**src/rtl/ldl_slot_arb_pkg.sv**
```systemverilog
// Shared types and helpers for the time-slice round-robin slot arbiter.
package ldl_slot_arb_pkg;

   localparam int unsigned MAX_N   = 32;
   localparam int unsigned MAX_IDW = 5;

   typedef enum logic {IDLE, GRANT} slot_st_t;

   typedef struct packed {
      logic               found;
      logic [MAX_IDW-1:0] idx;
   } rr_res_t;

   // First set bit of req strictly after ptr, cyclic over n requesters.
   function automatic rr_res_t rr_first(logic [MAX_N-1:0] req,
                                        int unsigned n,
                                        int unsigned ptr);
      rr_res_t res;
      int unsigned j;
      res = '0;
      for (int unsigned off = n; off >= 1; off--) begin
         j = (ptr + off) % n;
         if (req[j]) begin
            res.found = 1'b1;
            res.idx   = MAX_IDW'(j);
         end
      end
      return res;
   endfunction

endpackage

```
**src/rtl/ldl_slot_arb_if.sv**
```systemverilog
// Requester-side bus of the slot arbiter: requests, releases, slot config and grant status.
interface ldl_slot_arb_if #(
   parameter int unsigned N  = 4,
   parameter int unsigned CW = 8
);
   localparam int unsigned IDW = $clog2(N);

   logic           en;
   logic [N-1:0]   req;
   logic [N-1:0]   done;
   logic [CW-1:0]  slot_len;
   logic [N-1:0]   gnt;
   logic           gnt_vld;
   logic [IDW-1:0] gnt_id;
   logic [CW-1:0]  slot_cnt;
   logic           expire;

   modport master (
      output en, req, done, slot_len,
      input  gnt, gnt_vld, gnt_id, slot_cnt, expire
   );

   modport slave (
      input  en, req, done, slot_len,
      output gnt, gnt_vld, gnt_id, slot_cnt, expire
   );
endinterface

```
**src/rtl/ldl_rr_pick.sv**
```systemverilog
// Combinational cyclic priority pick: first set req bit after ptr, wrapping at N.
module ldl_rr_pick #(
   parameter int unsigned N   = 4,
   parameter int unsigned IDW = $clog2(N)
) (
   input  logic [N-1:0]   req,
   input  logic [IDW-1:0] ptr,
   output logic [IDW-1:0] idx,
   output logic           found
);

   // Scan farthest offset first so the nearest set bit after ptr wins.
   always_comb begin
      int unsigned j;
      idx   = '0;
      found = 1'b0;
      j     = 0;
      for (int unsigned off = N; off >= 1; off--) begin
         j = (32'(ptr) + off) % N;
         if (req[j]) begin
            idx   = IDW'(j);
            found = 1'b1;
         end
      end
   end

endmodule

```
**src/rtl/ldl_slot_arb.sv**
```systemverilog
// Time-slice round-robin arbiter: one owner at a time for up to slot_len+1 cycles,
// ending early on owner done or request drop.
module ldl_slot_arb
   import ldl_slot_arb_pkg::*;
#(
   parameter int unsigned N  = 4,
   parameter int unsigned CW = 8
) (
   input  logic          clk,
   input  logic          rst,
   ldl_slot_arb_if.slave bus
);

   localparam int unsigned IDW = $clog2(N);

   slot_st_t       state_q,   state_nxt;
   logic [N-1:0]   gnt_q,     gnt_nxt;
   logic           gnt_vld_q, gnt_vld_nxt;
   logic [IDW-1:0] gnt_id_q,  gnt_id_nxt;
   logic [CW-1:0]  cnt_q,     cnt_nxt;
   logic [CW-1:0]  lim_q,     lim_nxt;
   logic [IDW-1:0] ptr_q,     ptr_nxt;
   logic           expire_q,  expire_nxt;

   logic [N-1:0]   pick_req;
   logic [IDW-1:0] pick_ptr;
   logic [IDW-1:0] pick_idx;
   logic           pick_found;

   logic own_req;
   logic own_done;
   logic end_to;
   logic end_any;

   assign own_req  = bus.req[gnt_id_q];
   assign own_done = bus.done[gnt_id_q];
   assign end_to   = (cnt_q == lim_q);
   assign end_any  = end_to || own_done || !own_req;

   // While granted, the owner is masked out and the scan starts just after it.
   assign pick_req = (state_q == GRANT) ? (bus.req & ~gnt_q) : bus.req;
   assign pick_ptr = (state_q == GRANT) ? gnt_id_q : ptr_q;

   ldl_rr_pick #(.N(N), .IDW(IDW)) u_pick (
      .req   (pick_req),
      .ptr   (pick_ptr),
      .idx   (pick_idx),
      .found (pick_found)
   );

   always_comb begin
      state_nxt  = state_q;
      gnt_nxt    = gnt_q;
      gnt_id_nxt = gnt_id_q;
      cnt_nxt    = cnt_q;
      lim_nxt    = lim_q;
      ptr_nxt    = ptr_q;
      expire_nxt = 1'b0;
      if (bus.en) begin
         unique case (state_q)
            IDLE: begin
               if (pick_found) begin
                  state_nxt  = GRANT;
                  gnt_nxt    = N'(1) << pick_idx;
                  gnt_id_nxt = pick_idx;
                  cnt_nxt    = '0;
                  lim_nxt    = bus.slot_len;
               end
            end
            GRANT: begin
               if (!end_any) begin
                  cnt_nxt = cnt_q + CW'(1);
               end else begin
                  ptr_nxt    = gnt_id_q;
                  cnt_nxt    = '0;
                  expire_nxt = end_to && !own_done && own_req;
                  if (pick_found) begin
                     gnt_nxt    = N'(1) << pick_idx;
                     gnt_id_nxt = pick_idx;
                     lim_nxt    = bus.slot_len;
                  end else if (own_req) begin
                     lim_nxt = bus.slot_len;
                  end else begin
                     state_nxt = IDLE;
                     gnt_nxt   = '0;
                  end
               end
            end
            default: state_nxt = IDLE;
         endcase
      end
      gnt_vld_nxt = |gnt_nxt;
   end

   // Register update; en=0 holds everything except the expire pulse.
   always_ff @(posedge clk or negedge rst) begin
      if (!rst) begin
         state_q   <= IDLE;
         gnt_q     <= '0;
         gnt_vld_q <= 1'b0;
         gnt_id_q  <= '0;
         cnt_q     <= '0;
         lim_q     <= '0;
         ptr_q     <= IDW'(N - 1);
         expire_q  <= 1'b0;
      end else begin
         state_q   <= state_nxt;
         gnt_q     <= gnt_nxt;
         gnt_vld_q <= gnt_vld_nxt;
         gnt_id_q  <= gnt_id_nxt;
         cnt_q     <= cnt_nxt;
         lim_q     <= lim_nxt;
         ptr_q     <= ptr_nxt;
         expire_q  <= expire_nxt;
      end
   end

   assign bus.gnt      = gnt_q;
   assign bus.gnt_vld  = gnt_vld_q;
   assign bus.gnt_id   = gnt_id_q;
   assign bus.slot_cnt = cnt_q;
   assign bus.expire   = expire_q;

endmodule

```
**src/flat_wrapper.sv**
```systemverilog
// flat-port wrapper written by rule: the top's interface ports become plain ports
module ldl_slot_arb_flat import ldl_slot_arb_pkg::*;
#(
   parameter int unsigned N  = 4,
   parameter int unsigned CW = 8
)
  (clk, rst, bus_en, bus_req, bus_done, bus_slot_len, bus_gnt, bus_gnt_vld, bus_gnt_id, bus_slot_cnt, bus_expire);
  ldl_slot_arb_if #(.N(N), .CW(CW)) bus_i ();
  input  logic clk;
  input  logic rst;
  input wire logic [$bits(bus_i.en)-1:0] bus_en;
  input wire logic [$bits(bus_i.req)-1:0] bus_req;
  input wire logic [$bits(bus_i.done)-1:0] bus_done;
  input wire logic [$bits(bus_i.slot_len)-1:0] bus_slot_len;
  output wire logic [$bits(bus_i.gnt)-1:0] bus_gnt;
  output wire logic [$bits(bus_i.gnt_vld)-1:0] bus_gnt_vld;
  output wire logic [$bits(bus_i.gnt_id)-1:0] bus_gnt_id;
  output wire logic [$bits(bus_i.slot_cnt)-1:0] bus_slot_cnt;
  output wire logic [$bits(bus_i.expire)-1:0] bus_expire;
  assign bus_i.en = bus_en;
  assign bus_i.req = bus_req;
  assign bus_i.done = bus_done;
  assign bus_i.slot_len = bus_slot_len;
  assign bus_gnt = bus_i.gnt;
  assign bus_gnt_vld = bus_i.gnt_vld;
  assign bus_gnt_id = bus_i.gnt_id;
  assign bus_slot_cnt = bus_i.slot_cnt;
  assign bus_expire = bus_i.expire;
  ldl_slot_arb #(.N(N), .CW(CW)) u_core (.clk(clk), .rst(rst), .bus(bus_i));
endmodule
```
**config.mk**
```make
export PLATFORM = sky130hd
export DESIGN_NAME = ldl_slot_arb_flat
export DESIGN_NICKNAME = d
export VERILOG_FILES = /design/src/rtl/ldl_slot_arb_pkg.sv /design/src/rtl/ldl_slot_arb_if.sv /design/src/rtl/ldl_rr_pick.sv /design/src/rtl/ldl_slot_arb.sv /design/src/flat_wrapper.sv
export SDC_FILE = /design/constraint.sdc
export NUM_CORES = 1
export LEC_CHECK = 0
export ABC_AREA = 1
export CORE_ASPECT_RATIO = 0.6
export CORE_MARGIN = 8
export CORE_UTILIZATION = 47
export DETAILED_ROUTE_END_ITERATION = 6
export PLACE_DENSITY = 0.8
export SLEW_MARGIN = 5
export SYNTH_ARGS = -nofsm -noshare
export SYNTH_HDL_FRONTEND = slang
export SYNTH_SLANG_ARGS = --single-unit
export TNS_END_PERCENT = 30
```
**constraint.sdc**
```tcl
create_clock -name clk -period 1.75 [get_ports clk]
set_input_delay 0.35 -clock clk [delete_from_list [all_inputs] [get_ports clk]]
set_output_delay 0.35 -clock clk [all_outputs]
set_load 0.03 [all_outputs]
```
# --- After elaboration in Yosys (flattened, before gate mapping) ---
# Cells that the tools add are included.
classes:
  eq_ne: 4
  order_cmp: 5
  n_mux: 47
  add_sub_neg: 5
  bitwise: 3
  n_shift: 1
  n_reduce_logical: 11
ops:
  columns: ["cell", "n"]
  rows:
  - ["$mux 8", 6]
  - ["$pmux 8 s2", 2]
  - ["$mux 4", 6]
  - ["$mux 1", 17]
  - ["$lt 2x3->1 const B", 5]
  - ["$mux 2", 7]
  - ["$bmux 1 s2", 6]
  - ["$add 8x1->8 const B", 1]
  - ["$eq 8x8->1", 1]
  - ["$pmux 4 s2", 1]
  - ["$add 2x1->2 const B", 2]
  - ["$add 2x2->2 const B", 2]
  - ["$and 4x4->4", 1]
  - ["$not 4->4", 1]
  - ["$pmux 2 s2", 1]
  - ["$reduce_and 2->1", 2]
  - ["$reduce_and 4->1", 1]
  - ["$reduce_or 4->1", 1]
  - ["$shl 1x2->4 const A", 1]
  - ["$ne 3x3->1 const B", 1]
  - ["$reduce_and 3->1", 1]
  - ["$logic_and 1x1->1", 2]
  - ["$logic_not 1->1", 2]
  - ["$logic_or 1x1->1", 2]
  - ["other kinds (4)", 4]
word_totals:
  regBits: 27
  input_bits: 19
  out_inout_bits: 16

# --- Longest topological paths before layout ---
logic_depth:
  word_depth: 15
  mapped_depth: 18
  ltp_nobuf: 17

# --- By module ---
# Synthesis repeated with hierarchy kept, for this count alone.
hier_totals:
  cells_unflattened: 253
  area_unflattened_um2: 1767.9
by_module_without_submodules:
  columns: ["module", "cells_per_inst", "area_each_um2", "seq_area_each_um2", "instances"]
  rows:
  - ["ldl_slot_arb", 204, 1541.5, 678.2, 1]
  - ["ldl_rr_pick", 49, 226.5, 0.0, 1]

# --- Least setup slack after synthesis ---
# Ideal clock, no wire load.
synth_path:
  kind: "register to register"
  startpoint: "register u_core.gnt_id_q[0], in the netlist u_core.bus.gnt_id[0]"
  endpoint: "register u_core.cnt_q[4], in the netlist u_core.bus.slot_cnt[4]"
  path_slack_ns: -0.117
  required_time_ns: 1.631
  arrival_time_ns: 1.748
  path_stages_with_launch: 14
  setup_ns: 0.119
  path_cell_list: "dfrtp_1 > inv_2 > nand2_2 > nand2_4 > nand2_1 > nand2_2 > and2_4 > nand2_2 > nand2_2 > nand2_4 > nand3_2 > nor2_1 > a21oi_1 > o21a_1"
synth_between:
  elab_chain_cells: 10
synth_rtl:
  columns: ["element", "line_no", "source"]
  rows:
  - ["from (decl)", "ldl_slot_arb.sv:19", "logic [IDW-1:0] gnt_id_q, gnt_id_nxt;"]
  - ["from (signal assigned)", "ldl_slot_arb.sv:110", "gnt_id_q <= gnt_id_nxt;"]
  - ["$mux 2", "ldl_slot_arb.sv:42", "assign pick_ptr = (state_q == GRANT) ? gnt_id_q : ptr_q;"]
  - ["$add 2x1->2", "ldl_rr_pick.sv:19", "j = (32'(ptr) + off) % N;"]
  - ["$bmux 1 s2", "ldl_rr_pick.sv:20", "if (req[j]) begin"]
  - ["$mux 1 (not written as such)", "ldl_rr_pick.sv:20", null]
  - ["$mux 1 (4 in a row)", "ldl_rr_pick.sv:20", null]
  - ["$ne 2x1->1 (no source line)", null, null]
  - ["$reduce_and 2->1 (no source line)", null, null]
  - ["to (signal assigned)", "ldl_slot_arb.sv:111", "cnt_q <= cnt_nxt;"]
  - ["to (decl)", "ldl_slot_arb.sv:20", "logic [CW-1:0] cnt_q, cnt_nxt;"]
# Parallel ways exist; a longest one is shown, timed or not. The select of a mux whose other input is x is not followed.
# A chain may end at the register's enable or synchronous reset.

# --- Worst setup path after layout ---
layout_path:
  startpoint: "register u_core.ptr_q[0]"
  endpoint: "register u_core.gnt_id_q[1], in the netlist u_core.bus.gnt_id[1]"
layout_between:
  elab_chain_cells: 11
layout_rtl:
  columns: ["element", "line_no", "source"]
  rows:
  - ["from (decl)", "ldl_slot_arb.sv:22", "logic [IDW-1:0] ptr_q, ptr_nxt;"]
  - ["from (signal assigned)", "ldl_slot_arb.sv:104", "ptr_q <= IDW'(N - 1);"]
  - ["from (signal assigned)", "ldl_slot_arb.sv:113", "ptr_q <= ptr_nxt;"]
  - ["$mux 2 (*)", "ldl_slot_arb.sv:42", null]
  - ["$add 2x1->2", "ldl_rr_pick.sv:19", null]
  - ["$bmux 1 s2", "ldl_rr_pick.sv:20", null]
  - ["$mux 1 (not written as such)", "ldl_rr_pick.sv:20", null]
  - ["$mux 2 or $mux 1 (tied branches) (4 in a row)", "ldl_rr_pick.sv:20", null]
  - ["$mux 2 (*)", "ldl_slot_arb.sv:62, ldl_slot_arb.sv:77", null]
  - ["$mux 2", "ldl_slot_arb.sv:71", "if (!end_any) begin"]
  - ["$pmux 2 s2 (*)", "ldl_slot_arb.sv:60", "unique case (state_q)"]
# Every way passes the cells marked *; elsewhere a longest branch is shown, timed or not. The select of a mux whose other input is x is not followed.

==> impl_metrics.ini <==
[outcome]
status = complete, but fails checks
violations = setup timing

[sta]
fmax_mhz = 511.1
slew_headroom_pct = 76.49
finClkSkew_ns = 0.002762
finalHoldViolCount = 0
setup_violations = 19
grt_setup_unrepaired = yes
setup_ws_ns = -0.2066
finalCriticalPeriod_ns = 1.957
maxSlewViolCount = 0
worstMarginPinSlew_ns = 0.3527
post-route-period-util_pct = 111.8

[detailed_routing]
wirelength_um = 6015
firstDrtPassIters = 5
num_vias = 2030
drtIter0Drc = 227
dr_wl_met3_um = 569
viasPerCell = 5.259
dr_wl_met2_um = 2643
wl_met1_um = 2618
highest_layer = met4
drc = 0
post_drt_wl_per_cell_um = 15.58
antenna_left = 0

[setup_path]
crit_fanout = 7
r2r-end = u_core.bus.gnt_id[1]
max_stage_delay_ns = 0.57
worst-endpoint-arrival_ns = 2.13
crit_type = reg -> reg
r2r_cells = 14
ff2ff_setup_slack_ns = -0.21
start_kind = flop
path_cells = inv_2 > nand2_2 > nand2_4 > nand2_1 > nand2_2 > nand2_2 > nand2_1 > nand2_1 > nand2_2 > nand2_2 > inv_2 > buf_4 > buf_4 > o21ai_0
endpoint_kind = flop
timing.rr.start = u_core.ptr_q[0]
crit_required_ns = 1.93
cp_common_cell = nand2_2
crit_slowest_cell = dfstp_2

[yosys]
synthMuxAreaShare_pct = 1.885
ys_warn_count = 0
yosysSeqAreaShare_pct = 37.85
synth-xor-area-share_pct = 1.955
synth-compound-area-share_pct = 8.729
synthAdderAreaFrac_pct = 0.6983
synthCells = 263
synthSimpleGateAreaFrac_pct = 39.73
post-synth-top-area-fraction_pct = 34.92
synth_top_family_by_area = simple AND/OR/NAND/NOR gates
synthFlopType = dfrtp_1
yosys.area.top_type = dfrtp_1
synth_area_mm2 = 0.001792
synth_most_common_cell = nand2_1
synth-edff-count = 0
async_flop_share_pct = 100.0
synth-seq-cells = 27
yosys-top-cells-area = dfrtp_1 35%, nand2_1 22%, inv_1 7.3%, nand3_1 3.9%, nand2_2 3.8%
synth_nets = 283
avgSynthCellArea_um2 = 6.813
ys_types = 31
synth_common_cells = 104 x nand2_1, 35 x inv_1, 25 x dfrtp_1, 17 x nor2_1, 14 x nand3_1

[place]
gp_congestion = 0.9288
dp_slack_ns = -0.3173
io_buffers = 34
post_dp_cell_area_mm2 = 0.002447
post-dp-hpwl_um = 3833

[clock_network]
clk_latency_ns = 0.28
cts-htree-levels = 1
cts_hold_buf = 0
cts-root-buf = clkbuf_8
ctsLongestPathBuffers = 2
path_clk_slew_ns = 0.09
cts_tree = done
cts_sinks = 27
cts_made_buffers = 3

[power]
peakVddDrop_v = 0.001148
p_total_mw = 4.835
p_per_area_mw_per_mm2 = 1767
p_leak_nw = 1.442

[final_layout]
finalNetCount = 360
drive_above_1_share_pct = 36.87
design_area_mm2 = 0.002736
n_antenna_cell = 0
syn_to_final_growth_pct = 52.72
num-fill-cells = 256

[die]
core_mm2 = 0.003659
die-area_mm2 = 0.006109
initial_core_util_pct = 48.97
die_w_um = 95.71
num_rows = 17
die_h_um = 63.83
io_pins = 35

[grt]
grt_pass1_wl_um = 8576
grt_pass1_vias = 1807
grt_overflow_total = 0
grt.total_usage_pct = 17.12
grt_max_degree = 28
antenna_found_initial = 0

[flow_run]
maxCapViolCount = 0

[min_path]
hold_path.class = in -> async
==> how the worst max path moves through the flow <==
| stage | start | end | slack, ns | cells after the start |
|---|---|---|---|---|
| after floorplan | u_core.bus.gnt_id[0] | u_core.bus.gnt_vld | -0.008 | 13 |
| after global placement | bus_req[2] | u_core.bus.gnt_vld | -0.30 | 16 |
| after detailed placement | bus_req[3] | u_core.bus.gnt_vld | -0.32 | 13 |
| after CTS | u_core.ptr_q[0] | u_core.bus.gnt_vld | -0.11 | 17 |
| after global routing | u_core.ptr_q[0] | u_core.bus.gnt_id[1] | -0.29 | 14 |
| final | u_core.ptr_q[0] | u_core.bus.gnt_id[1] | -0.21 | 14 |
==> area by class of cell <==
class | instances | area, µm² | share of cell area [%]
multi-input combinational | 196 | 1157 | 42.30
sequential | 27 | 680.7 | 24.87
timing repair buffer | 74 | 641.9 | 23.46
inverter | 38 | 152.6 | 5.578
tap | 47 | 58.81 | 2.149
clock buffer | 4 | 45.04 | 1.646
==> flip-flops by register name, summed over array words and instances, names as in the netlist <==
signal and cells:
u_core.bus.expire 1, u_core.bus.gnt 4, u_core.bus.gnt_id 2, u_core.bus.gnt_vld 1, u_core.bus.slot_cnt 8, u_core.lim_q 8
u_core.ptr_q 2, u_core.state_q 1
==> metal layers <==
| metal | global-route usage [%] | up-vias |
|---|---|---|
| li1 | - | 969 |
| met1 | 25.49 | 933 |
| met2 | 24.62 | 107 |
| met3 | 4.312 | 21 |
| met4 | 2.286 | 0 |
| met5 | 0 | - |
==> cells in the final DEF, fill, tap and decap left out, types with 2 or more instances in the layout <==
master and instances:
inv_4 2, nor2_2 3, dfrtp_1 23, nand2_1 73, o21ai_2 2, o21ai_1 2, dlygate4sd2_1 10, clkdlybuf4s50_1 23
nor2_4 4, nand2_4 11, inv_2 6, a21oi_1 11, clkbuf_8 3, mux2_2 3, nand3_1 10, o21ai_0 7
dfrtp_2 2, xnor2_1 3, nand2_2 32, a21oi_2 2, dfstp_2 2, buf_4 37, o21a_1 2, nor2_1 13
buf_6 3, nand3_2 6, inv_1 29
==> through the flow <==
step	TNS (ns)	instances	utilization [%]	hold WS (ns)
after floorplan	-0.007610	263	-	0.05441
after global placement	-4.163	378	66.89	0.4889
after detailed placement	-5.001	378	66.89	0.4950
after CTS	-0.6038	384	71.58	0.4665
after global routing	-3.705	386	74.79	0.4862
final	-1.633	386	74.79	0.4468
==> kinds of logic (layout without fill, tap and decap cells) <==
kind of cell | after synthesis | after routing
AOI/OAI and AO/OA | 28 | 28
buffers and inverters | 40 | 116
DFF | 27 | 27
muxes | 3 | 3
adders and majority gates | 1 | 1
xor gates and xnor gates | 4 | 4
and+or+nand+nor | 160 | 160
==> report_power, final <==
group | internal [mW] | switching, mW
clock | 0.163 | 0.198
combinational | 1.39 | 2.03
sequential | 0.856 | 0.188
==> timing repair <==
item / CTS / global route
gates cloned: 0 / 0
setup endpoints to repair: 27 / 24
pin swaps: 19 / 18
endpoints found under the hold margin: 0 / 0
setup buffers: 2 / 2
gates resized for setup: 49 / 35
==> critical path, delay by kind of cell (launching register included) <==
kind            cells  cell delay (ns)
compound gates      1             0.21
simple gates        9             0.72
flops               1             0.57
buf+inv             4             0.34
(Power assumes the default switching activity.)
